`src/rtl/btn_debounce_pkg.sv`:
```
// Shared types and constants for the push-button conditioning block.
package btn_pkg;

  localparam int unsigned DB_CNT_W          = 24;
  localparam int unsigned HOLD_CNT_W        = 28;

  // 10 ms debounce and 0.5 s long-press at a 100 MHz clk
  localparam int unsigned DEF_STABLE_CYCLES = 1_000_000;
  localparam int unsigned DEF_HOLD_CYCLES   = 50_000_000;

  typedef enum logic [1:0] {
    STABLE_LOW  = 2'd0,
    WAIT_HIGH   = 2'd1,
    STABLE_HIGH = 2'd2,
    WAIT_LOW    = 2'd3
  } db_state_t;

endpackage

```
`src/rtl/btn_debounce_sync_2ff.sv`:
```
// Two-flop synchroniser for asynchronous board inputs; resets to 0.
module sync_2ff (
  input  logic clk,
  input  logic reset,
  input  logic d,
  output logic q
);

  logic r_meta;
  logic r_sync;

  always_ff @(posedge clk or posedge reset) begin
    if (reset) begin
      r_meta <= 1'b0;
      r_sync <= 1'b0;
    end else begin
      r_meta <= d;
      r_sync <= r_meta;
    end
  end

  assign q = r_sync;

endmodule

```
`src/rtl/btn_debounce.sv`:
```
// Button debouncer: synchronised level, stability FSM, rise/fall pulses and
// a once-per-press long-press pulse.
//
//   state       | meaning
//   STABLE_LOW  | out=0, waiting for the synchronised input to go high
//   WAIT_HIGH   | out=0, counting consecutive high samples
//   STABLE_HIGH | out=1, waiting for the synchronised input to go low
//   WAIT_LOW    | out=1, counting consecutive low samples
module btn_debounce
  import btn_pkg::*;
#(
  parameter int unsigned STABLE_CYCLES = DEF_STABLE_CYCLES,
  parameter int unsigned HOLD_CYCLES   = DEF_HOLD_CYCLES
) (
  input  logic clk,
  input  logic reset,
  input  logic in,
  output logic out,
  output logic rise,
  output logic fall,
  output logic hold
);

  localparam logic [DB_CNT_W-1:0]   DB_LAST   = DB_CNT_W'(STABLE_CYCLES - 1);
  localparam logic [HOLD_CNT_W-1:0] HOLD_LAST = HOLD_CNT_W'(HOLD_CYCLES - 1);
  localparam logic [HOLD_CNT_W-1:0] HOLD_MAX  = HOLD_CNT_W'(HOLD_CYCLES);

  logic                  w_s;
  db_state_t             r_state;
  db_state_t             w_state_nxt;
  logic [DB_CNT_W-1:0]   r_db_cnt;
  logic [DB_CNT_W-1:0]   w_db_cnt_nxt;
  logic [HOLD_CNT_W-1:0] r_hold_cnt;
  logic                  w_accept_hi;
  logic                  w_accept_lo;
  logic                  r_out;
  logic                  r_rise;
  logic                  r_fall;
  logic                  r_hold;

  sync_2ff u_sync (
    .clk   (clk),
    .reset (reset),
    .d     (in),
    .q     (w_s)
  );

  always_comb begin
    w_state_nxt  = r_state;
    w_db_cnt_nxt = r_db_cnt;
    w_accept_hi  = 1'b0;
    w_accept_lo  = 1'b0;
    unique case (r_state)
      STABLE_LOW: begin
        if (w_s) begin
          w_state_nxt  = WAIT_HIGH;
          w_db_cnt_nxt = '0;
        end
      end
      WAIT_HIGH: begin
        if (!w_s) begin
          w_state_nxt = STABLE_LOW;
        end else if (r_db_cnt == DB_LAST) begin
          w_state_nxt = STABLE_HIGH;
          w_accept_hi = 1'b1;
        end else begin
          w_db_cnt_nxt = r_db_cnt + 1'b1;
        end
      end
      STABLE_HIGH: begin
        if (!w_s) begin
          w_state_nxt  = WAIT_LOW;
          w_db_cnt_nxt = '0;
        end
      end
      WAIT_LOW: begin
        if (w_s) begin
          w_state_nxt = STABLE_HIGH;
        end else if (r_db_cnt == DB_LAST) begin
          w_state_nxt = STABLE_LOW;
          w_accept_lo = 1'b1;
        end else begin
          w_db_cnt_nxt = r_db_cnt + 1'b1;
        end
      end
      default: w_state_nxt = STABLE_LOW;
    endcase
  end

  always_ff @(posedge clk or posedge reset) begin
    if (reset) begin
      r_state    <= STABLE_LOW;
      r_db_cnt   <= '0;
      r_hold_cnt <= '0;
      r_out      <= 1'b0;
      r_rise     <= 1'b0;
      r_fall     <= 1'b0;
      r_hold     <= 1'b0;
    end else begin
      r_state  <= w_state_nxt;
      r_db_cnt <= w_db_cnt_nxt;
      r_rise   <= w_accept_hi;
      r_fall   <= w_accept_lo;
      r_hold   <= 1'b0;
      if (w_accept_hi) begin
        r_out <= 1'b1;
      end else if (w_accept_lo) begin
        r_out <= 1'b0;
      end
      // A release accepted on the hold boundary wins: no hold on the fall cycle
      if (w_accept_hi || w_accept_lo) begin
        r_hold_cnt <= '0;
      end else if (r_out && (r_hold_cnt != HOLD_MAX)) begin
        r_hold_cnt <= r_hold_cnt + 1'b1;
        r_hold     <= (r_hold_cnt == HOLD_LAST);
      end
    end
  end

  assign out  = r_out;
  assign rise = r_rise;
  assign fall = r_fall;
  assign hold = r_hold;

endmodule

```
`config.mk`:
```
export PLATFORM = sky130hd
export DESIGN_NAME = btn_debounce
export DESIGN_NICKNAME = d
export VERILOG_FILES = /design/src/rtl/btn_debounce_pkg.sv /design/src/rtl/btn_debounce_sync_2ff.sv /design/src/rtl/btn_debounce.sv
export SDC_FILE = /design/constraint.sdc
export NUM_CORES = 1
export LEC_CHECK = 0
export ABC_CLOCK_PERIOD_IN_PS = 2540
export CAP_MARGIN = 20
export CORE_ASPECT_RATIO = 0.9
export CORE_MARGIN = 2
export CORE_UTILIZATION = 36
export DETAILED_ROUTE_END_ITERATION = 16
export PLACE_DENSITY = 0.6
export SLEW_MARGIN = 20
export SYNTH_ARGS = -nofsm -noshare
export SYNTH_HDL_FRONTEND = slang
export SYNTH_SLANG_ARGS = --single-unit
export TNS_END_PERCENT = 5
```
`constraint.sdc`:
```
create_clock -name clk -period 2.54 [get_ports clk]
set_input_delay 0.762 -clock clk [delete_from_list [all_inputs] [get_ports clk]]
set_output_delay 0.762 -clock clk [all_outputs]
set_load 0.02 [all_outputs]
```
; Word level (Yosys, flattened, before mapping)
; Index checks and enable logic that the tools add are counted.
[word_totals]
register_bits = 60
latchBits = 0
ram_bits = 0
rom_bits = 0
in_bits = 3
out_inout_bits = 4
wordCells = 54
n_memories = 0
[classes]
add_sub_neg = 2
multipliers = 0
div = 0
order_cmp = 0
eq_ne = 12
shifts = 0
muxes = 24
bitwise_logic = 0
n_reduce_logical = 7
[ops]
columns = op, n
row1 = $mux W24, 5
row2 = $pmux W24 S4, 1
row3 = $mux W28, 2
row4 = $add A28 B1 Y28 const B, 1
row5 = $eq A28 B26 Y1 const B, 1
row6 = $ne A28 B26 Y1 const B, 1
row7 = $add A24 B1 Y24 const B, 1
row8 = $eq A24 B20 Y1 const B, 1
row9 = $mux W2, 6
row10 = $mux W1, 9
row11 = $pmux W2 S4, 1
row12 = $reduce_and A4 Y1, 2
row13 = $eq A2 B2 Y1 const B, 2
row14 = $ne A2 B1 Y1 const B, 2
row15 = $ne A2 B2 Y1 const B, 2
row16 = $reduce_bool A2 Y1, 2
row17 = $ne A3 B2 Y1 const B, 1
row18 = $ne A3 B3 Y1 const B, 1
row19 = $eq A2 B1 Y1 const B, 1
row20 = $logic_not A2 Y1, 1
row21 = $logic_and A1 B1 Y1, 1
row22 = $logic_or A1 B1 Y1, 1

; Longest topological paths before layout
[depth]
ltp_word = 6
depth_mapped = 8
mapped_depth_nobuf = 7

; Modules after synthesis
; From an unflattened synthesis, not the netlist that was laid out.
[unflattened]
hier_cells = 339
hier_area_um2 = 3324.4
[modules_own_cells]
columns = mod, instances, cells_per_inst, area_each_um2, seq_area_each_um2
row1 = btn_debounce, 1, 336, 3270.6, 1451.4
row2 = sync_2ff, 1, 3, 53.8, 50.0

; Least setup slack after synthesis
; No wires, ideal clock.
[synth_path]
path_kind = flip-flop to flip-flop
start = reg r_db_cnt[0]
end = reg r_db_cnt[20]
setup_time_ps = 126
arrival_ps = 1666
required_time_ps = 2414
setup_slack_ps = 748
stages_incl_launch_ff = 7
n_path_buf = 0
synth_period_minus_slack_ps = 1792
path_cell_list = dfrtp_1 -> ha_1 -> nand3_1 -> nor2_2 -> nand4_1 -> o211a_1 -> a221o_1
[synth_between]
elab_chain_len = 4
word_cells_on_any_way = 6
cone_classes = add/sub (1) / eq/ne (1) / mux (4)
[synth_lines]
columns = item, line_no
row1 = from (decl), btn_debounce.sv:31  ; logic [DB_CNT_W-1:0] r_db_cnt;
row2 = from (signal assigned), btn_debounce.sv:101  ; r_db_cnt <= w_db_cnt_nxt;
row3 = $add A24 B1 Y24 or $eq A24 B20 Y1 (tied branches), --
row4 = $mux W24 *, "btn_debounce.sv:63, btn_debounce.sv:79"
row5 = "$mux W24, on equally long branches", "btn_debounce.sv:77, btn_debounce.sv:61"
row6 = $pmux W24 S4 *, btn_debounce.sv:53  ; unique case (r_state)
; Mark *: on every way between the ends. The rest lies on a longest branch, timed or not. The select of a mux whose other input is x is not followed.
; A chain may end at the register's enable or synchronous reset.

; Final worst setup path
[layout_path]
start = reg r_out (netlist: out)
end = out out
[layout_rtl]
columns = item, line_no
row1 = from (decl), btn_debounce.sv:36  ; logic r_out;
row2 = from (signal assigned), btn_debounce.sv:95  ; r_out <= 1'b0;
row3 = from (signal assigned), btn_debounce.sv:106  ; r_out <= 1'b1;
row4 = from (signal assigned), btn_debounce.sv:108  ; r_out <= 1'b0;
row5 = to (decl), btn_debounce.sv:18  ; output logic out,
; No word-level cell between the ends.

==> results.toml <==
[outcome]
status = "completed"

[sta]
setup_viol = 0
setup_tns_ns = 0
finalCritPeriodShare_pct = 88.4
skew_ns = 0.0103
timing.hold.ws_ns = 0.359
max-slew-margin-rel_pct = 57.4
slew_violations = 0
min_period_ns = 2.25
setup_slack_ns = 0.295
fmax_ghz = 0.445
finalHoldViolCount = 0
rsz0062_at_grt = "false"
tightest_slew_ns = 0.634

[grt]
grt_pass1_wl_mm = 11.7
grt_max_degree = 61
overflow = 0
grt_pass1_vias = 2420
antenna_found_initial = 0
groute.usage.overall_pct = 14.9

[routing]
via_per_inst = 5.30
detail_route.first_pass.iterations = 4
first_iter_violations = 104
vias = 2505
postRouteAntennaNets = 0
wl_mm = 6.65
wl_per_cell_um = 14.1
drc_errors = 0

[power]
total_power_mw = 1.77
power_density_nw_per_um2 = 486
vdd_ir_drop_max_mv = 0.309
leakage_nw = 1.58

[synthesis]
synth_seq_cells = 60
ys_warn_count = 0
synth_ff_type = "dfrtp_1"
synth_top_cell_area_share_pct = 45.2
yosysTopAreaCell = "dfrtp_1"
syn_area_um2 = 3320
synthArstFlopShare_pct = 100
netlist_instances = 338
synth_edf_count = 0
ys_top_cells_by_count = "60 x dfrtp_1, 34 x nand2_1, 32 x nor2_1"
synth_area_leaders = "dfrtp_1 45%, xor2_1 5.8%, nand2_1 3.8%"
synth_fp_nets = 344
yosysSeqAreaShare_pct = 45.2
synthMostInstantiatedCell = "dfrtp_1"
synthDistinctLibCells = 58
avgSynthCellArea_um2 = 9.82

[setup_path]
crit_family = "buffers and inverters"
worstSetupPathType = "flip-flop to primary output"
crit_chain = "clkdlybuf4s50_1"
path_buf_inv = 1
start_kind = "flip-flop"
cp.required_ns = 1.78
slowest_stage = "clkdlybuf4s50_1"
crit_path_end_kind = "primary output"
cpPeakStageDelay_ns = 0.65
path_max_fanout = 7
cp.arrival_ns = 1.48

[cts]
cts.hold.buffers_added = 0
clkTransAtPathRegs_ns = 0.07
numCtsBuffers = 9
cts_root_buf = "clkbuf_8"
tritoncts = "yes"
cts_max_level = 3
cts_sinks = 60
post_cts_resize_count = 0
cts_setup_buffers = 0
cts_buffer_depth = 2
clk_latency_ns = 0.35

[floorplanning]
io_pins = 7
die_y_um = 95.1
die-width_um = 105
core_um2 = 9040
dieArea_um2 = 10000
row_count = 33
initial_core_util_pct = 36.7

[placed_design]
io_buffer_count = 6
dp_slack_ns = 0.434
place_congestion = 0.780
placedCellCount = 459
dp.final_hpwl_mm = 4.47
postPlaceCellArea_um2 = 3490

[layout]
syn2layout_area_growth_pct = 9.68
antennaDiodeCount = 0
drive_gt1_share_pct = 12.8
final_nets = 354
final_cell_area_um2 = 3640
stdcell_count = 473
fin_util_pct = 40.3

[run]
maxCapViolations = 0

[min_path]
hold_path_class = "flip-flop to flip-flop"
## cell usage in the layout (no fill, tap or decap), types with 4 or more instances in the layout
master and instances:
mux2i_1 4, clkdlybuf4s50_1 6, o21ai_0 20, and4_1 4
or3_1 4, clkbuf_8 10, and2_1 4, a21oi_1 7
o31ai_1 4, nor2_2 11, inv_1 8, nand4_1 18
nand2_1 34, and3_1 6, nor3_1 10, nor4_4 5
nand2b_1 4, xor2_1 22, dfrtp_1 60, nor2_1 32
nand3_1 22, xnor2_1 4
## flip-flops by register name, summed over array words and instances (netlist names), named ones only
signal / count
r_hold_cnt: 28
r_db_cnt: 24
fall: 1
hold: 1
out: 1
r_state: 1
rise: 1
u_sync.q: 1
u_sync.r_meta: 1
## cell type report
| type | count | area, um^2 |
|---|---|---|
| Clock buffer | 11 | 141 |
| Clock inverter | 3 | 15.0 |
| Fill cell | 871 | 5400 |
| Inverter | 9 | 33.8 |
| Multi-Input combinational cell | 259 | 1700 |
| Sequential cell | 60 | 1500 |
| Tap cell | 122 | 153 |
| Timing Repair Buffer | 9 | 95.1 |
## report_power, final
group          switching (mW)  internal [mW]  total (mW)  leakage [nW]
Sequential            0.00952          0.964       0.973         0.830
Clock                   0.362          0.364       0.726        0.0848
Combinational          0.0498         0.0204      0.0702         0.666
Total                   0.421           1.35        1.77          1.58
## path summary, 6_finish.rpt
path                       slack, ns  cells past startpoint                     from                         end
setup / recovery                0.29                      1          out$_DFFE_PP0P_                         out
setup reg to reg                0.44                      6  r_db_cnt[0]$_DFFE_PP0P_   r_hold_cnt[2]$_DFFE_PP0P_
hold reg to reg                 0.36                      0  u_sync.r_meta$_DFF_PP0_          u_sync.q$_DFF_PP0_
min in group asynchronous       0.80                      3                    reset  r_hold_cnt[15]$_DFFE_PP0P_
max in group asynchronous       1.47                      3                    reset    r_db_cnt[16]$_DFFE_PP0P_
hold / removal                  0.36                      0  u_sync.r_meta$_DFF_PP0_          u_sync.q$_DFF_PP0_
## routing by layer
layer | vias up | global-route usage [%] | wire [um]
met4 | 0 | 6.56 | 129
met5 | - | 0 | 0
met2 | 30 | 22.0 | 2960
met3 | 11 | 4.99 | 233
met1 | 1227 | 19.9 | 3320
li1 | 1237 | - | -
## logic make-up (layout without fill, tap and decap cells)
logic type | Yosys count | in the layout | share of synthesized area [%]
and+or+nand+nor | 172 | 172 | 30.6
xor gates and xnor gates | 27 | 27 | 7.35
AOI/OAI and AO/OA | 52 | 52 | 10.6
adders and majority gates | 3 | 3 | 1.13
muxes | 5 | 5 | 1.66
DFF | 60 | 60 | 45.2
buffers and inverters | 19 | 32 | 3.50
No activity file was read; power rests on OpenSTA's default activity.
